===== config.mk =====
export PLATFORM = sky130hd
export DESIGN_NAME = mem_port_arbiter
export DESIGN_NICKNAME = d
export VERILOG_FILES = /design/src/rtl/mem_port_arbiter_pkg.sv /design/src/rtl/mem_port_arbiter_arb_pick.sv /design/src/rtl/mem_port_arbiter.sv
export SDC_FILE = /design/constraint.sdc
export NUM_CORES = 1
export LEC_CHECK = 0
export CAP_MARGIN = 15
export CORE_MARGIN = 10
export CORE_UTILIZATION = 27
export CTS_CLUSTER_DIAMETER = 40
export CTS_CLUSTER_SIZE = 25
export DETAILED_ROUTE_END_ITERATION = 12
export PLACE_DENSITY = 0.83
export RECOVER_POWER = 25
export SLEW_MARGIN = 20
export SYNTH_ARGS = -nofsm -noshare
export SYNTH_HDL_FRONTEND = slang
export SYNTH_SLANG_ARGS = --single-unit
export TNS_END_PERCENT = 5

===== constraint.sdc =====
create_clock -name clock -period 2.4 [get_ports clock]
set_input_delay 0.36 -clock clock [delete_from_list [all_inputs] [get_ports clock]]
set_output_delay 0.36 -clock clock [all_outputs]
set_load 0.005 [all_outputs]

===== src/rtl/mem_port_arbiter_pkg.sv =====
// Shared encodings for the external memory port arbiter.
// State codes double as owner codes, so owner is a direct decode of the state register.
package mem_port_arbiter_pkg;

  typedef enum logic [1:0] {
    ST_IDLE  = 2'b00,
    ST_GNT_F = 2'b01,
    ST_GNT_M = 2'b10
  } state_e;

  localparam logic [1:0] OWN_NONE = 2'b00;
  localparam logic [1:0] OWN_F    = 2'b01;
  localparam logic [1:0] OWN_M    = 2'b10;

  typedef struct packed {
    logic read;
    logic write;
    logic hb;
    logic lb;
  } ext_ctl_t;

  function automatic logic [1:0] owner_of(input state_e s);
    case (s)
      ST_GNT_F: owner_of = OWN_F;
      ST_GNT_M: owner_of = OWN_M;
      default:  owner_of = OWN_NONE;
    endcase
  endfunction

endpackage


===== src/rtl/mem_port_arbiter_arb_pick.sv =====
// Two-way grant selection from IDLE; purely combinational, zero latency.
// No backpressure of its own: it only chooses which requester the arbiter grants next.
module mem_port_arbiter_arb_pick
  import mem_port_arbiter_pkg::*;
#(
  parameter bit FAIR = 1'b1
) (
  input  logic   f_req,
  input  logic   m_req,
  input  logic   last_m,
  output state_e pick
);

  always_comb begin
    pick = ST_IDLE;
    if (f_req && m_req) begin
      // On a tie, fair mode hands the port to whoever was not served last.
      pick = (FAIR && last_m) ? ST_GNT_F : ST_GNT_M;
    end else if (m_req) begin
      pick = ST_GNT_M;
    end else if (f_req) begin
      pick = ST_GNT_F;
    end
  end

endmodule


===== src/rtl/mem_port_arbiter.sv =====
// Shares the 16-bit external memory port between fetch and memory stage; grant 1 cycle after req.
// Grant is held while the owner keeps req; ext_busy stalls the owner via x_blocked.
module mem_port_arbiter
  import mem_port_arbiter_pkg::*;
#(
  parameter bit FAIR      = 1'b1,
  parameter int MAX_BEATS = 4,
  parameter int AW        = 32
) (
  input  logic          clock,
  input  logic          reset,
  input  logic          f_req,
  input  logic [AW-1:0] f_address,
  output logic          f_blocked,
  input  logic          m_req,
  input  logic [AW-1:0] m_address,
  input  logic          m_read,
  input  logic          m_write,
  input  logic [15:0]   m_value,
  input  logic          m_hb,
  input  logic          m_lb,
  output logic          m_blocked,
  output logic [AW-1:0] ext_address,
  output logic          ext_read,
  output logic          ext_write,
  output logic [15:0]   ext_value,
  output logic          ext_hb,
  output logic          ext_lb,
  input  logic          ext_busy,
  input  logic [15:0]   ext_valueRead,
  output logic [15:0]   rdata,
  output logic          f_rvalid,
  output logic          m_rvalid,
  output logic [1:0]    owner,
  output logic          err_overrun
);

  localparam int CW = $clog2(MAX_BEATS + 2);
  localparam logic [CW-1:0] CNT_MAX = CW'(MAX_BEATS);
  localparam logic [CW-1:0] CNT_SAT = CW'(MAX_BEATS + 1);

  state_e          state_q, state_d, pick;
  logic            last_m_q, last_m_d;
  logic [CW-1:0]   beat_cnt_q, beat_cnt_d;
  logic            err_q, err_d;
  logic            f_rvalid_q, f_rvalid_d;
  logic            m_rvalid_q, m_rvalid_d;
  logic            accept;
  ext_ctl_t        ext_ctl;

  mem_port_arbiter_arb_pick #(.FAIR(FAIR)) u_pick (
    .f_req  (f_req),
    .m_req  (m_req),
    .last_m (last_m_q),
    .pick   (pick)
  );

  always_comb begin
    state_d  = state_q;
    last_m_d = last_m_q;
    case (state_q)
      ST_IDLE: state_d = pick;
      // Releasing owner hands straight over to a waiting requester, no IDLE bubble.
      ST_GNT_F: if (!f_req) begin
        last_m_d = 1'b0;
        state_d  = m_req ? ST_GNT_M : ST_IDLE;
      end
      ST_GNT_M: if (!m_req) begin
        last_m_d = 1'b1;
        state_d  = f_req ? ST_GNT_F : ST_IDLE;
      end
      default: state_d = ST_IDLE;
    endcase
  end

  always_comb begin
    ext_address = '0;
    ext_value   = '0;
    ext_ctl     = '0;
    case (state_q)
      ST_GNT_F: begin
        ext_address = f_address;
        ext_ctl     = '{read: 1'b1, write: 1'b0, hb: 1'b1, lb: 1'b1};
      end
      ST_GNT_M: begin
        ext_address = m_address;
        ext_value   = m_value;
        ext_ctl     = '{read: m_read, write: m_write, hb: m_hb, lb: m_lb};
      end
      default: ;
    endcase
  end

  assign ext_read  = ext_ctl.read;
  assign ext_write = ext_ctl.write;
  assign ext_hb    = ext_ctl.hb;
  assign ext_lb    = ext_ctl.lb;

  assign accept = (state_q != ST_IDLE) && (ext_ctl.read || ext_ctl.write) && !ext_busy;

  always_comb begin
    beat_cnt_d = beat_cnt_q;
    if (state_d != state_q) begin
      beat_cnt_d = '0;
    end else if (accept && beat_cnt_q != CNT_SAT) begin
      beat_cnt_d = beat_cnt_q + CW'(1);
    end
    err_d      = err_q || (accept && beat_cnt_q >= CNT_MAX);
    // Read data returns one cycle after acceptance, even if the owner let go on that edge.
    f_rvalid_d = accept && ext_ctl.read && (state_q == ST_GNT_F);
    m_rvalid_d = accept && ext_ctl.read && (state_q == ST_GNT_M);
  end

  always_ff @(posedge clock or posedge reset) begin
    if (reset) begin
      state_q    <= ST_IDLE;
      last_m_q   <= 1'b0;
      beat_cnt_q <= '0;
      err_q      <= 1'b0;
      f_rvalid_q <= 1'b0;
      m_rvalid_q <= 1'b0;
    end else begin
      state_q    <= state_d;
      last_m_q   <= last_m_d;
      beat_cnt_q <= beat_cnt_d;
      err_q      <= err_d;
      f_rvalid_q <= f_rvalid_d;
      m_rvalid_q <= m_rvalid_d;
    end
  end

  assign owner       = owner_of(state_q);
  assign f_blocked   = f_req && ((state_q != ST_GNT_F) || ext_busy);
  assign m_blocked   = m_req && ((state_q != ST_GNT_M) || ext_busy);
  assign rdata       = ext_valueRead;
  assign f_rvalid    = f_rvalid_q;
  assign m_rvalid    = m_rvalid_q;
  assign err_overrun = err_q;

endmodule


==> impl_results.md <==
- Dpl cells: roughly 380
- DR pass1 iterations: 4
- DR vias: 1,845
- Core area: approximately 0.0052 sq mm
- Global-route wire length before repair: approximately 10,000 um
- Setup WS pre-CTS: 178 ps
- Crit path time final: ~2300 ps
- Post-synth net total: 300
- Finished Layout Cells: a little under 400
- Die area: 0.00876 sq mm
- Share of layout cells above drive strength 1: 0.0915
- DRT Wirelength: 6960 um
- VDD IR-drop max: 0.000576 V
- Initial DRC Count: 48
- Initial antenna violation count: 0
- CTS tree: done
- Max_slew headroom: 0.721
- Synth warn: 0
- Transition time of the tightest slew-check pin: 407 ps
- Drt drc: 0
- Site Rows: 26
- Max stage delay on crit path: between 500 and 600 ps
- Fin. Hold Viols: 0
- Die W: 93.6 um
- # setup viols final: 0
- Global route overflow: 0
- Clock Sinks: 9
- Number of max-cap violations: 0
- IO Pins: 180
- Initial Util: 0.283
- RD Place Congestion: 0.775
- Fin crit share: 0.955
- Detailed Place HPWL: 5620 um
- Reg2Reg Setup Slack: 470 ps
- Crit path cell chain: inv_2 > ha_2 > buf_12 > a22oi_1 > nor2b_1 > clkdlybuf4s50_1
- CTS Buffer Depth: 2
- Critical Path AT: 1930 ps
- DP Area: 0.00293 sq mm
- CP max FO: 32
- Worst Setup EP: ext_address[6]
- # port buffers: 147
- Layout area overhead: 108%
- Reg clk slew, reported paths: 50 ps
- Clk_lat worst skew: 240 ps
- Critical Path RT: 2040 ps
- Critical-path top delay cell: clkdlybuf4s50_1
- Setup TNS: 0 ps
- Final setup margin: 107 ps
- Largest net degree at the start of global routing: 42
- CTS root buffer: clkbuf_8
- CP Launch Type: flip-flop
- Diodes inserted: 0
- RSZ-0062 raised after global routing: false
- Syn Inst Count: 187
- Start point of the critical path: state_q[0]
- Design Area, Final: roughly 0.003 sq mm
- Total GRT Usage: 0.142
- Vias per inst: 4.77
- Die Y: 93.6 um
- CP Capture Type: output pin
- Design Power: 0.00251 W
- Sequential share of the synthesized area: 0.154
- Achievable Freq: 436 MHz
- Htree depth: 1
- Hold Path Class: reg -> reg
- Synthesized flop and latch total: 9
- Cell count of the worst reg-to-reg path: 7
- Cell Area, Synth: 0.00146 sq mm
- Setup Skew: 5.14 ps
- Fillers: between 400 and 500
- Critical path class: reg -> out
- Syn avg cell area: 7.82 sq um
- Worst R2R Start: state_q[0]
- Wire per inst: 18.0 um
- Reg-to-Reg End: beat_cnt_q[2]
- PD cells: approximately 820 mW/mm^2
- Synth unique cells: 36
- Pins Over Slew Limit: 0
- Clock buffer count from CTS: 3
- Routed Antenna Nets: 0
- Outcome: finished, final reports clean
- LEAKAGE: 1.16 nW
- Final net count: approximately 430
- Vias in the first global route: 1,865
registers in the layout, summed over array words and instances (netlist names):
| name | count |
|---|---|
| m_rvalid | 1 |
| state_q | 2 |
| last_m_q | 1 |
| beat_cnt_q | 3 |
| f_rvalid | 1 |
| err_overrun | 1 |
how the worst min path moves through the flow:
stage,start,to,cells past startpoint
after CTS,reset,err_overrun,2
final,err_overrun,err_overrun,1
after global placement,err_overrun,err_overrun,1
after detailed placement,err_overrun,err_overrun,1
after floorplan,reset,beat_cnt_q[0],1
after global routing,err_overrun,err_overrun,1
cell type report:
class	instances	area [sq um]	area share
Clock buffer	3	41.3	0.0135
Sequential cell	9	226	0.0743
Multi-Input combinational cell	141	1050	0.346
Clock inverter	1	5.00	0.00164
Timing Repair Buffer	157	1610	0.528
Tap cell	70	87.6	0.0287
Inverter	6	25.0	0.00821
cell families (layout without fill, tap and decap cells):
| group | Yosys count | in the layout | share of synthesized area |
|---|---|---|---|
| AND/OR/NAND/NOR | 71 | 71 | 0.304 |
| AO/OA/AOI/OAI | 58 | 58 | 0.300 |
| buffers and inverters | 37 | 167 | 0.145 |
| flip-flops | 9 | 9 | 0.154 |
| adder cells (fa/ha/maj) | 8 | 8 | 0.0684 |
| XOR/XNOR | 2 | 2 | 0.0120 |
| multiplexers | 2 | 2 | 0.0171 |
per-stage QoR:
stage / hold slack (ps) / util
after global routing: 475 / 0.590
after floorplan: 188 / -
after detailed placement: 443 / 0.567
after global placement: 438 / 0.567
after CTS: 410 / 0.580
final: 451 / 0.590
critical path: cells and delay by family (launching register included):
kind	cells	cell delay (ps)
buffers and inverters	3	830
DFF	1	380
adders and majority gates	1	240
AOI/OAI and AO/OA	1	120
and+or+nand+nor	1	110
cells in the final DEF, fill, tap and decap left out, drive strengths merged, types with 3 or more instances in the layout:
| cell type | netlist | layout |
|---|---|---|
| a22oi | 33 | 33 |
| nand2 | 3 | 3 |
| dfrtp | 9 | 9 |
| clkdlybuf4s50 | 0 | 144 |
| and3 | 3 | 3 |
| nor2b | 37 | 37 |
| and2 | 18 | 18 |
| inv | 6 | 6 |
| ha | 8 | 8 |
| nor2 | 3 | 3 |
| a21oi | 9 | 9 |
| clkbuf | 7 | 4 |
| buf | 24 | 9 |
| a211oi | 4 | 4 |
power by group:
part	switching [W]	internal, W
registers	0.0000293	0.000180
logic	0.000893	0.00122
clock network	0.0000691	0.000114
cell usage after synthesis:
cell type | n | area (sq um)
nand3_1 | 2 | 10.0
o21ai_1 | 1 | 5.00
nor4_4 | 1 | 21.3
nand2b_1 | 1 | 6.26
mux2i_1 | 1 | 10.0
a22oi_2 | 1 | 12.5
buf_1 | 1 | 3.75
and2_1 | 18 | 113
inv_1 | 6 | 22.5
clkbuf_2 | 1 | 5.00
mux2_4 | 1 | 15.0
buf_4 | 17 | 128
ha_1 | 8 | 100
a211o_1 | 2 | 17.5
nor2b_1 | 37 | 231
a22oi_1 | 32 | 240
nor2_1 | 3 | 11.3
a211oi_1 | 1 | 7.51
a21boi_0 | 2 | 15.0
a21oi_1 | 9 | 45.0
or2_2 | 1 | 6.26
xnor2_1 | 2 | 17.5
and3_1 | 3 | 18.8
nor3_2 | 1 | 10.0
nand2_1 | 3 | 11.3
dfrtp_1 | 9 | 225
o21a_1 | 1 | 7.51
o21ai_0 | 1 | 5.00
a31oi_1 | 1 | 6.26
buf_2 | 6 | 30.0
clkbuf_1 | 6 | 22.5
a21o_1 | 2 | 15.0
nor3_1 | 1 | 5.00
a221oi_2 | 1 | 15.0
o21ba_1 | 1 | 10.0
a211oi_2 | 3 | 37.5
repair_timing:
action | CTS | global route
hold buffers | 0 | 0
setup endpoints to repair | 33 | 34
setup buffers | 1 | 0
gates cloned | 0 | 1
resized for setup | 5 | 7
routing by layer:
metal | wire [um] | global-route usage
met1 | 2480 | 0.149
met2 | 3720 | 0.271
met3 | 630 | 0.0368
met4 | 120 | 0.0354
met5 | 0 | 0
Power figures use the tool's default switching activity.
